**config.mk**
```make
export PLATFORM = sky130hd
export DESIGN_NAME = swd_memap_seq
export DESIGN_NICKNAME = d
export VERILOG_FILES = /design/src/rtl/swd_memap_seq.sv
export SDC_FILE = /design/constraint.sdc
export NUM_CORES = 1
export LEC_CHECK = 0
export CAP_MARGIN = 20
export CELL_PAD_IN_SITES_DETAIL_PLACEMENT = 1
export CELL_PAD_IN_SITES_GLOBAL_PLACEMENT = 1
export CORE_ASPECT_RATIO = 0.5
export CORE_MARGIN = 5
export CORE_UTILIZATION = 35
export DETAILED_ROUTE_END_ITERATION = 8
export PLACE_DENSITY_LB_ADDON = 0.1
export SLEW_MARGIN = 10
export SYNTH_ARGS = -nofsm -noshare
export SYNTH_HDL_FRONTEND = slang
export SYNTH_SLANG_ARGS = --single-unit
export TNS_END_PERCENT = 20
```
**constraint.sdc**
```tcl
create_clock -name CLK -period 3.6 [get_ports CLK]
set_input_delay 0.36 -clock CLK [delete_from_list [all_inputs] [get_ports CLK]]
set_output_delay 0.36 -clock CLK [all_outputs]
set_load 0.1 [all_outputs]
```
**src/rtl/swd_memap_seq.sv**
```systemverilog
// swd_memap_seq: turns single 32-bit MEM-AP accesses into ADIv5 register commands.
// DP SELECT, AP CSW and AP TAR are cached so that redundant register writes are skipped.
module swd_memap_seq #(
  parameter logic [31:0] CSW_BASE = 32'h2300_0000
) (
  input  logic        CLK,
  input  logic        RESET,
  input  logic        REQ_VALID,
  output logic        REQ_READY,
  input  logic        REQ_WRITE,
  input  logic [7:0]  REQ_APSEL,
  input  logic [1:0]  REQ_SIZE,
  input  logic [31:0] REQ_ADDR,
  input  logic [31:0] REQ_WDATA,
  output logic        RSP_VALID,
  input  logic        RSP_READY,
  output logic [31:0] RSP_RDATA,
  output logic [2:0]  RSP_STAT,
  output logic [39:0] CMD_WRDATA,
  output logic        CMD_WREN,
  input  logic        CMD_WRFULL,
  input  logic [34:0] ST_RDDATA,
  output logic        ST_RDEN,
  input  logic        ST_RDEMPTY
);

  typedef enum logic [2:0] {IDLE, SEL, CSW, TAR, DRW, RDBUF, WAIT, RESP} state_t;

  localparam logic [2:0] STAT_OK = 3'b100;

  state_t      state_q, state_d, step_q;
  logic        pend_q;
  logic        req_write_q;
  logic [7:0]  req_apsel_q;
  logic [1:0]  req_size_q;
  logic [31:0] req_addr_q;
  logic [31:0] req_wdata_q;
  logic        sel_v, csw_v, tar_v;
  logic [7:0]  sel_ap;
  logic [1:0]  csw_sz;
  logic [31:0] tar;
  logic [31:0] rsp_rdata_q;
  logic [2:0]  rsp_stat_q;
  logic        accept, sample, stat_ok;
  logic        sel_hit, csw_hit, tar_hit;
  logic [7:0]  cur_ap;
  logic [1:0]  cur_sz;
  logic [31:0] cur_addr;
  logic [39:0] cmd_word;

  // In IDLE the hit checks look at the live request so the first step is chosen on accept.
  assign cur_ap   = (state_q == IDLE) ? REQ_APSEL : req_apsel_q;
  assign cur_sz   = (state_q == IDLE) ? REQ_SIZE  : req_size_q;
  assign cur_addr = (state_q == IDLE) ? REQ_ADDR  : req_addr_q;
  assign sel_hit  = sel_v && (sel_ap == cur_ap);
  assign csw_hit  = csw_v && (csw_sz == cur_sz);
  assign tar_hit  = tar_v && (tar == cur_addr);
  assign stat_ok  = (ST_RDDATA[2:0] == STAT_OK);

  assign RSP_RDATA = rsp_rdata_q;
  assign RSP_STAT  = rsp_stat_q;

  function automatic state_t next_step(input state_t from, input logic s_hit,
                                       input logic c_hit, input logic t_hit, input logic wr);
    if (from <= SEL && !s_hit) return SEL;
    if (from <= CSW && !c_hit) return CSW;
    if (from <= TAR && !t_hit) return TAR;
    if (from <= DRW) return DRW;
    if (from <= RDBUF && !wr) return RDBUF;
    return RESP;
  endfunction

  always_comb begin
    cmd_word = '0;
    case (state_q)
      SEL:     cmd_word = {req_apsel_q, 24'h0, 6'd2, 1'b0, 1'b0};
      CSW:     cmd_word = {CSW_BASE | {30'h0, req_size_q}, 6'd0, 1'b1, 1'b0};
      TAR:     cmd_word = {req_addr_q, 6'd1, 1'b1, 1'b0};
      DRW:     cmd_word = req_write_q ? {req_wdata_q, 6'd3, 1'b1, 1'b0}
                                      : {32'h0, 6'd3, 1'b1, 1'b1};
      RDBUF:   cmd_word = {32'h0, 6'd3, 1'b0, 1'b1};
      default: cmd_word = '0;
    endcase
  end

  always_comb begin
    state_d    = state_q;
    REQ_READY  = 1'b0;
    RSP_VALID  = 1'b0;
    CMD_WREN   = 1'b0;
    CMD_WRDATA = '0;
    ST_RDEN    = 1'b0;
    accept     = 1'b0;
    sample     = 1'b0;
    case (state_q)
      IDLE: begin
        REQ_READY = 1'b1;
        if (REQ_VALID) begin
          accept  = 1'b1;
          state_d = next_step(SEL, sel_hit, csw_hit, tar_hit, REQ_WRITE);
        end
      end
      SEL, CSW, TAR, DRW, RDBUF: begin
        CMD_WRDATA = cmd_word;
        if (!CMD_WRFULL) begin
          CMD_WREN = 1'b1;
          state_d  = WAIT;
        end
      end
      WAIT: begin
        // A pop is followed by one sample cycle; never pop again while a sample is pending.
        if (pend_q) begin
          sample  = 1'b1;
          state_d = stat_ok ? next_step(state_t'(step_q + 3'd1), sel_hit, csw_hit, tar_hit,
                                        req_write_q)
                            : RESP;
        end else if (!ST_RDEMPTY) begin
          ST_RDEN = 1'b1;
        end
      end
      RESP: begin
        RSP_VALID = 1'b1;
        if (RSP_READY) state_d = IDLE;
      end
      default: state_d = IDLE;
    endcase
  end

  always_ff @(posedge CLK) begin
    if (RESET) state_q <= IDLE;
    else       state_q <= state_d;
  end

  always_ff @(posedge CLK) begin
    if (RESET) begin
      step_q      <= IDLE;
      pend_q      <= 1'b0;
      req_write_q <= 1'b0;
      req_apsel_q <= '0;
      req_size_q  <= '0;
      req_addr_q  <= '0;
      req_wdata_q <= '0;
      sel_v       <= 1'b0;
      csw_v       <= 1'b0;
      tar_v       <= 1'b0;
      sel_ap      <= '0;
      csw_sz      <= '0;
      tar         <= '0;
      rsp_rdata_q <= '0;
      rsp_stat_q  <= '0;
    end else begin
      if (accept) begin
        req_write_q <= REQ_WRITE;
        req_apsel_q <= REQ_APSEL;
        req_size_q  <= REQ_SIZE;
        req_addr_q  <= REQ_ADDR;
        req_wdata_q <= REQ_WDATA;
        rsp_rdata_q <= '0;
      end
      if (CMD_WREN) step_q <= state_q;
      if (ST_RDEN)  pend_q <= 1'b1;
      if (sample) begin
        pend_q     <= 1'b0;
        rsp_stat_q <= ST_RDDATA[2:0];
        if (stat_ok) begin
          // DRW read data is the stale posted value; only RDBUF carries the real word.
          case (step_q)
            SEL:     begin sel_v <= 1'b1; sel_ap <= req_apsel_q; end
            CSW:     begin csw_v <= 1'b1; csw_sz <= req_size_q; end
            TAR:     begin tar_v <= 1'b1; tar <= req_addr_q; end
            RDBUF:   rsp_rdata_q <= ST_RDDATA[34:3];
            default: ;
          endcase
        end else begin
          sel_v       <= 1'b0;
          csw_v       <= 1'b0;
          tar_v       <= 1'b0;
          rsp_rdata_q <= '0;
        end
      end
    end
  end

endmodule
```
==> impl_results.md <==
* Clock power share at 27.8%
* Layout Area Growth over Synthesis at 40.3%
* Yosys warning count at 0
* H-tree depth at 4
* Number of flops mapped to enable cells by yosys at 0
* Yosys top cell area share at 43.2%
* Drt wl/cell at 18.9 um
* Quantity of gates resized following cts at 0
* Row cnt at 37
* Max incr delay on CP at 480 ps
* GR Overflow Total at 0
* Worst-path clk slew at 60 ps
* #FFs+latches synth at 162
* Critical path class: register to register
* Crit-path cells: or3_4, clkinv_2, buf_12, mux2i_1, o22ai_1, nor4_1, nand4_1, or3_1, a2111oi_2
* F_max at 334 MHz
* Tmin final at 3000 ps
* Hold_buf cts at 0
* Min-Delay Path Class: register to register
* Critical path's top delay family: simple AND/OR/NAND/NOR gates
* CTS tree: yes
* Worst path bufs/invs at 2
* Crit Path Max Fanout at 19
* Vias per cell at 5.24
* First-pass GRT wire length at 42500 um
* Routed vias at 7382
* Pin count of the biggest net entering global routing at 64
* Sw frac at 40.4%
* Power, Total at 6.93 mW
* Clock Latency Late Sink at 440 ps
* Combinational power share at 40.7%
* Critical-path top delay cell: or3_4
* Cell area after synthesis at 7510 um2
* I/O pin count at 195
* Arr. time, crit path at 3340 ps
* Vias in the first global route at 7753
* Placer Congestion at 0.912
* Layout cell share with drive strength beyond 1 at 9.25%
* Switching power total at 2.80 mW
* Starting Density at 36.1%
* Die Area at 24700 um2
* Dpl hpwl at 19200 um
* Final hold slack at 455 ps
* ANT cells at 0
* Clk sinks at 162
* Synth area leaders: dfxtp_1 (43%), nand2_1 (13%), a21oi_1 (9.7%), mux2i_1 (4.1%), a22oi_1 (3.4%)
* Aggregate global-route resource usage at 21.5%
* Leak at 3.95 nW
* Synth async-reset ratio at 0%
* Antenna violations before repair at 0
* Max cap viols at 0
* 1st-iter DRT viols at 418
* Cells after synthesis at 963
* Min setup slack post-route at 602 ps
* Yosys top cell by area: dfxtp_1
* Wirelength, routed at 26600 um
* Setup Buffers After CTS at 0
* Nets at 1246
* Setup TNS at 0 ps
* Crit start category: register
* Post-Place Setup Slack at 580 ps
* Max_slew headroom at 32.2%
* Max Slew Vio Count at 0
* Peak supply drop at 296 uV
* Port Buf Inserts at 190
* Worst Skew at 10.1 ps
* Reg power frac at 31.5%
* Dominant synthesized flop cell: dfxtp_1
* Final cycle utilization of the critical path at 83.3%
* CTS root buf: clkbuf_16
* Internal power at 4.13 mW
* Routed Antenna Nets at 0
* Core box area at 20800 um2
* Worst-margin pin slew at 1010 ps
* CTS max path bufs at 2
* CTS Buf Count at 17
* Fin. Hold Viols at 0
* Distinct cells, synth at 52
* Syn Area/Cell at 7.80 um2
* Seq/Total Area, Yosys at 43.2%
* Dominant cell by count in the synthesized netlist: nand2_1
* Critical Path Sink Type: register
* Status: finished, final reports clean
* Unrepaired setup endpoints after global routing: no
* Synth cell count leaders: nand2_1 (251), dfxtp_1 (162), a21oi_1 (145)
* Worst Path Required at 3940 ps
* Power density over the cells at 657 nW/um2
* Die Y at 114 um
* First-pass DRT Iterations at 5
* Setup-failing EPs final at 0
* Die X at 217 um
* Core Util, Final at 50.6%
* # DRC at 0
[final timing paths]
| path | cells past startpoint | slack [ps] | from | endpoint |
|---|---|---|---|---|
| setup / recovery | 9 | 600 | state_q[2]$_SDFFE_PP0P_ | state_q[2]$_SDFFE_PP0P_ |
| hold / removal | 2 | 460 | req_wdata_q[27]$_SDFFE_PP0P_ | req_wdata_q[27]$_SDFFE_PP0P_ |
| setup reg to reg | 9 | 600 | state_q[2]$_SDFFE_PP0P_ | state_q[2]$_SDFFE_PP0P_ |
| hold reg to reg | 2 | 460 | req_wdata_q[27]$_SDFFE_PP0P_ | req_wdata_q[27]$_SDFFE_PP0P_ |
[state kept, by name (all words and copies together) (netlist names)]
| name | count |
|---|---|
| req_wdata_q | 32 |
| tar_v | 1 |
| csw_v | 1 |
| sel_v | 1 |
| sel_ap | 8 |
| RSP_STAT | 3 |
| req_addr_q | 32 |
| state_q | 3 |
| step_q | 3 |
| RSP_RDATA | 32 |
| req_apsel_q | 8 |
| req_write_q | 1 |
| req_size_q | 2 |
| tar | 32 |
| pend_q | 1 |
| csw_sz | 2 |
[metal layers]
metal,wire length [um],up-vias,global-route usage (%)
li1,-,3595,-
met1,12000,3562,27.9
met2,12200,188,34.0
met3,1840,37,6.66
met4,539,0,7.91
met5,0,-,0
[tightest hold or removal path, delay by kind of cell (launching register included)]
family / cells / cell delay, ps
simple gates: 1 / 50
flops: 1 / 310
compound gates: 1 / 50
[cells in the final DEF (no fill, tap or decap), types with 8 or more instances in the layout]
cell / count
xnor2_1: 23
nand2_1: 250
nor2_1: 54
nand3_1: 14
o21ai_0: 13
a21oi_1: 144
dfxtp_1: 162
mux2i_1: 31
and3_1: 8
clkbuf_16: 17
a22oi_1: 34
buf_4: 29
xor2_1: 11
inv_1: 32
nor4_1: 8
clkdlybuf4s50_1: 149
a22o_1: 22
buf_12: 33
[layout make-up]
class,instances,area [um2]
fill,2459,10300
timing repair buffer,211,2370
clock inverter,8,126
multi-input combinational,698,3850
inverter,33,125
sequential,162,3240
clock buffer,23,488
tap,273,342
[power groups by stage]
stage / logic, mW / registers (mW) / clock network [mW]
CTS: 2.84 / 2.18 / 1.97
finish: 2.82 / 2.18 / 1.93
detailed placement: 2.83 / 2.22 / 0
floorplan: 2.05 / 2.14 / 0
global placement: 2.75 / 2.21 / 0
global route: 3.04 / 2.21 / 2.05
[stage by stage]
stage	std cells	area, um2
2_1_floorplan	966	7530
4_1_cts	1408	10500
3_3_place_gp	1377	9930
3_5_place_dp	1377	9930
6_report	1408	10500
5_1_grt	1408	10500
[cell families (layout without fill, tap and decap cells)]
| logic type | after synthesis | in the layout | synth area share (%) |
|---|---|---|---|
| AO/OA/AOI/OAI | 252 | 252 | 20.8 |
| XOR/XNOR | 34 | 34 | 3.96 |
| adder cells (fa/ha/maj) | 7 | 7 | 1.17 |
| buffers and inverters | 106 | 275 | 5.93 |
| flip-flops | 162 | 162 | 43.2 |
| multiplexers | 35 | 35 | 4.73 |
| other | 1 | 4 | 0.0499 |
| AND/OR/NAND/NOR | 366 | 366 | 20.2 |
Power figures use the tool's default switching activity.
